File: src/rtl/neighbor_table_update.sv
// Merges one neighbour beacon into the 64-entry neighbour table in shared memory.
// Updates a matching entry, or inserts into the lowest free slot.
module neighbor_table_update #(
  parameter int unsigned WORD_WIDTH    = 16,
  parameter int unsigned NUM_NEIGHBORS = 64,
  parameter logic [WORD_WIDTH-1:0] NID_BASE  = 16'h48,
  parameter logic [WORD_WIDTH-1:0] CID_BASE  = 16'hC8,
  parameter logic [WORD_WIDTH-1:0] BATT_BASE = 16'h148,
  parameter logic [WORD_WIDTH-1:0] Q_BASE    = 16'h1C8,
  parameter logic [WORD_WIDTH-1:0] EMPTY_ID  = 16'hFFFF
) (
  input  logic                  clock,
  input  logic                  reset,
  input  logic                  start,
  input  logic [WORD_WIDTH-1:0] beacon_id,
  input  logic [WORD_WIDTH-1:0] beacon_cid,
  input  logic [WORD_WIDTH-1:0] beacon_batt,
  input  logic [WORD_WIDTH-1:0] beacon_q,
  input  logic [WORD_WIDTH-1:0] data_in,
  output logic [WORD_WIDTH-1:0] address,
  output logic [WORD_WIDTH-1:0] data_out,
  output logic                  wr_en,
  output logic [WORD_WIDTH-1:0] slot,
  output logic [1:0]            status,
  output logic                  done
);

  localparam logic [2:0] S_IDLE    = 3'd0;
  localparam logic [2:0] S_SCAN    = 3'd1;
  localparam logic [2:0] S_WR_NID  = 3'd2;
  localparam logic [2:0] S_WR_CID  = 3'd3;
  localparam logic [2:0] S_WR_BATT = 3'd4;
  localparam logic [2:0] S_WR_Q    = 3'd5;
  localparam logic [2:0] S_DONE    = 3'd6;

  localparam logic [WORD_WIDTH-1:0] LAST_IDX =
    WORD_WIDTH'(NUM_NEIGHBORS - 1);

  logic [2:0]            state;
  logic [WORD_WIDTH-1:0] idx;
  logic [WORD_WIDTH-1:0] free_idx;
  logic                  have_free;
  logic [WORD_WIDTH-1:0] id_q;
  logic [WORD_WIDTH-1:0] cid_q;
  logic [WORD_WIDTH-1:0] batt_q;
  logic [WORD_WIDTH-1:0] q_q;

  logic                  is_last;
  logic                  hit;
  logic                  is_empty;
  logic                  free_any;
  logic [WORD_WIDTH-1:0] free_pick;
  logic [WORD_WIDTH-1:0] idx_nxt;

  function automatic logic [WORD_WIDTH-1:0] off(
    input logic [WORD_WIDTH-1:0] x
  );
    return {x[WORD_WIDTH-2:0], 1'b0};
  endfunction

  assign is_last   = (idx == LAST_IDX);
  assign hit       = (data_in == id_q);
  assign is_empty  = (data_in == EMPTY_ID);
  assign free_any  = have_free | is_empty;
  // The last entry can itself be the first free one.
  assign free_pick = have_free ? free_idx : idx;
  assign idx_nxt   = idx + WORD_WIDTH'(1);

  always_ff @(posedge clock or posedge reset) begin
    if (reset) begin
      state     <= S_IDLE;
      address   <= NID_BASE;
      data_out  <= '0;
      wr_en     <= 1'b0;
      slot      <= '0;
      status    <= 2'd0;
      done      <= 1'b0;
      idx       <= '0;
      free_idx  <= '0;
      have_free <= 1'b0;
      id_q      <= '0;
      cid_q     <= '0;
      batt_q    <= '0;
      q_q       <= '0;
    end else begin
      unique case (state)
        S_IDLE: begin
          if (start) begin
            id_q      <= beacon_id;
            cid_q     <= beacon_cid;
            batt_q    <= beacon_batt;
            q_q       <= beacon_q;
            address   <= NID_BASE;
            idx       <= '0;
            free_idx  <= '0;
            have_free <= 1'b0;
            if (beacon_id == EMPTY_ID) begin
              status <= 2'd3;
              done   <= 1'b1;
              state  <= S_DONE;
            end else begin
              state <= S_SCAN;
            end
          end
        end
        S_SCAN: begin
          if (hit) begin
            slot     <= idx;
            status   <= 2'd0;
            address  <= CID_BASE + off(idx);
            data_out <= cid_q;
            wr_en    <= 1'b1;
            state    <= S_WR_CID;
          end else begin
            if (is_empty && !have_free) begin
              have_free <= 1'b1;
              free_idx  <= idx;
            end
            if (!is_last) begin
              idx     <= idx_nxt;
              address <= NID_BASE + off(idx_nxt);
            end else if (free_any) begin
              slot     <= free_pick;
              status   <= 2'd1;
              address  <= NID_BASE + off(free_pick);
              data_out <= id_q;
              wr_en    <= 1'b1;
              state    <= S_WR_NID;
            end else begin
              status <= 2'd2;
              done   <= 1'b1;
              state  <= S_DONE;
            end
          end
        end
        S_WR_NID: begin
          address  <= CID_BASE + off(slot);
          data_out <= cid_q;
          state    <= S_WR_CID;
        end
        S_WR_CID: begin
          address  <= BATT_BASE + off(slot);
          data_out <= batt_q;
          state    <= S_WR_BATT;
        end
        S_WR_BATT: begin
          address  <= Q_BASE + off(slot);
          data_out <= q_q;
          state    <= S_WR_Q;
        end
        S_WR_Q: begin
          wr_en <= 1'b0;
          done  <= 1'b1;
          state <= S_DONE;
        end
        S_DONE: begin
          if (!start) begin
            done  <= 1'b0;
            state <= S_IDLE;
          end
        end
        default: state <= S_IDLE;
      endcase
    end
  end

endmodule

File: config.mk
export PLATFORM = sky130hd
export DESIGN_NAME = neighbor_table_update
export DESIGN_NICKNAME = d
export VERILOG_FILES = /design/src/rtl/neighbor_table_update.sv
export SDC_FILE = /design/constraint.sdc
export NUM_CORES = 1
export LEC_CHECK = 0
export ABC_CLOCK_PERIOD_IN_PS = 6300
export CAP_MARGIN = 20
export CORE_MARGIN = 5
export CORE_UTILIZATION = 25
export DETAILED_ROUTE_END_ITERATION = 10
export PLACE_DENSITY = 0.44
export SLEW_MARGIN = 10
export SYNTH_ARGS = -nofsm -noshare
export SYNTH_HDL_FRONTEND = slang
export SYNTH_SLANG_ARGS = --single-unit
File: constraint.sdc
create_clock -name clock -period 6.3 [get_ports clock]
set_input_delay 1.575 -clock clock [delete_from_list [all_inputs] [get_ports clock]]
set_output_delay 1.575 -clock clock [all_outputs]
set_load 0.01 [all_outputs]
==> flow_summary.toml <==
[grt]
antenna_found_initial = 1
grt_first_pass_wirelength_mm = 46.0
grt_max_degree = 82
gr-total-overflow = 0
grt_pass1_vias = 7696
grt_usage_pct = 16.2

[yosys]
avgSynthCellArea_um2 = 8.22
yosysMostFrequentCell = "nand2_1"
synth_area_um2 = 8390
yosys_warnings = 0
ys_top_cells_by_count = "321 x nand2_1, 149 x dfrtp_1, 84 x nor2_1"
synth_edf_count = 0
async_flop_share_pct = 100
yosysTopAreaCell = "dfrtp_1"
yosysUniqueCellTypes = 68
synth_ff_type = "dfrtp_1"
yosys.area.top_type_share_pct = 44.4
syn_nets = 1109
synth_cells = 1020
yosysSeqAreaShare_pct = 45.1
yosys-top-cells-area = "dfrtp_1 44%, nand2_1 14%, a21oi_1 3.8%"
synth_seq_cells = 151

[sta]
final-hold-violation-count = 0
fmax_mhz = 240
post-route-min-period_ns = 4.17
maxSlewViolCount = 0
fin_crit_sh_pct = 66.1
setup_violations = 0
slew_headroom_pct = 42.1
final.setup.tns_ns = 0
tightest_slew_ns = 0.867
whs_ns = 0.474
rsz0062_at_grt = "false"
fin_skew_ns = 0.0103

[hold_path]
hold_path.class = "reg -> reg"

[route]
drc = 0
via_per_inst = 4.83
initialDrtViolationCount = 537
firstDrtPassIters = 7
wirelength_mm = 30.0
num_vias = 7650
antenna_left = 0
routedWlPerCell_um = 19.0

[clock_network]
path_clk_slew_ns = 0.07
cts_tree = "done"
cts_resized = 0
cts_hold_buf = 0
postCtsSetupRepairBufs = 0
clock_path_buffers = 2
cts_sinks = 151
cts_buffers = 17
htreeDepth = 4
clk_latency_ns = 0.43
cts_root_buf = "clkbuf_16"

[die]
fp-row-count = 67
die_h_um = 193
core_um2 = 33400
io_pins = 135
die-area_um2 = 37300
die_w_um = 193
start_util_pct = 25.1

[job]
max-cap-violations = 0

[finish]
n_antenna_cell = 0
syn2layout_area_growth_pct = 28.0
multi_input_area_um2 = 4290
drive_gt1_share_pct = 7.13
regArea_um2 = 3780
fillers = 3636
layout.cells.non_filler = 1584
layout.nets = 1212

[power]
max-vdd-ir-drop_uv = 229
leakagePower_nw = 4.75
power.density_nw_per_um2 = 390

[critical_path]
crit_arrival_ns = 4.53
crit_fanout = 20
critPathKind = "in -> reg"
end_kind = "flip-flop"
cp-start-kind = "input port"
cp.required_ns = 6.66

[run_status]
status = "finished, final reports clean"

[placed_design]
gp_congestion = 0.856
dpl.hpwl_mm = 21.7
dp.cells = 1552
port_buffers = 133
-- worst max-delay path, stage by stage --
cell	delay (ns)
clkdlybuf4s50_1	0.44
xor2_1	0.18
nor4_1	0.42
and4_1	0.58
o21ai_0	0.35
nor2_2	0.46
buf_4	0.33
nor2_1	0.07
a21oi_1	0.11
-- cells by family after synthesis --
logic type	synth area share, %
simple gates	25.2
compound gates	17.0
flops	45.1
buf+inv	4.03
xor+xnor	5.52
mux	2.19
fa+ha+maj	0.895
other cells	0.0447
-- flip-flops by register name, indices dropped and copies added (netlist names) --
register / count
have_free: 1
cid_q: 16
wr_en: 1
data_out: 16
address: 15
q_q: 16
slot: 16
batt_q: 16
id_q: 16
status: 2
free_idx: 16
state: 3
done: 1
idx: 16
-- report_power, final --
group	switching, W	leakage (nW)	internal (W)
clock	0.000470	0.275	0.000560
combinational	0.000970	2.52	0.000634
sequential	0.000288	1.96	0.00127
-- stage by stage --
| stage | power (W) | utilization (%) | setup slack [ns] | cell area [µm²] |
|---|---|---|---|---|
| floorplan | 0.00247 | - | 0.664 | 8390 |
| global placement | 0.00318 | 30.4 | 1.82 | 10200 |
| detailed placement | 0.00319 | 30.4 | 1.70 | 10200 |
| CTS | 0.00424 | 32.2 | 2.14 | 10700 |
| global route | 0.00450 | 32.2 | 1.86 | 10700 |
| finish | 0.00419 | 32.2 | 2.13 | 10700 |
-- layer usage --
layer / track usage (%) / vias up / routed length [µm] / part of all wire, %
li1: - / 3717 / - / -
met4: 4.47 / 2 / 556 / 1.9
met3: 3.93 / 30 / 1600 / 5.3
met1: 21.5 / 3699 / 13600 / 45
met5: 0 / - / 13 / 0.043
met2: 26.4 / 202 / 14200 / 47
-- path summary, 6_finish.rpt --
| check | from | end | slack, ns | depth (start not counted) |
|---|---|---|---|---|
| max | data_in[4] | slot[7]$_DFFE_PP0P_ | 2.13 | 9 |
| min | batt_q[2]$_DFFE_PP0P_ | batt_q[2]$_DFFE_PP0P_ | 0.47 | 2 |
| max reg2reg | idx[0]$_DFFE_PP0P_ | address[15]$_DFFE_PP0P_ | 2.15 | 15 |
| min reg2reg | batt_q[2]$_DFFE_PP0P_ | batt_q[2]$_DFFE_PP0P_ | 0.47 | 2 |
| max in group asynchronous | reset | address[15]$_DFFE_PP0P_ | 3.62 | 3 |
| min in group asynchronous | reset | id_q[3]$_DFFE_PP0P_ | 1.63 | 2 |
-- area by class of cell --
| type | count | share of cell area, % |
|---|---|---|
| Timing Repair Buffer | 154 | 13.9 |
| Inverter | 8 | 0.326 |
| Multi-Input combinational cell | 791 | 40.0 |
| Clock inverter | 15 | 1.43 |
| Clock buffer | 17 | 3.96 |
| Tap cell | 448 | 5.22 |
| Sequential cell | 151 | 35.2 |
-- placed cells by master (no fill, tap or decap), types with 6 or more instances in the layout --
| cell type | n |
|---|---|
| nor4_1 | 9 |
| nor2_1 | 83 |
| o22ai_1 | 6 |
| clkbuf_16 | 17 |
| dfrtp_1 | 149 |
| nor3_1 | 10 |
| nand2_1 | 321 |
| nand3_1 | 9 |
| xnor2_1 | 18 |
| ha_1 | 6 |
| buf_4 | 21 |
| inv_1 | 6 |
| a22o_1 | 16 |
| and3_1 | 6 |
| o22a_1 | 6 |
| a222oi_1 | 13 |
| o21ai_0 | 61 |
| a21oi_1 | 63 |
| nand4_1 | 21 |
| inv_6 | 6 |
| mux2i_1 | 15 |
| clkdlybuf4s50_1 | 133 |
| xor2_1 | 33 |
Note: power is estimated with default switching activity, not from simulation.
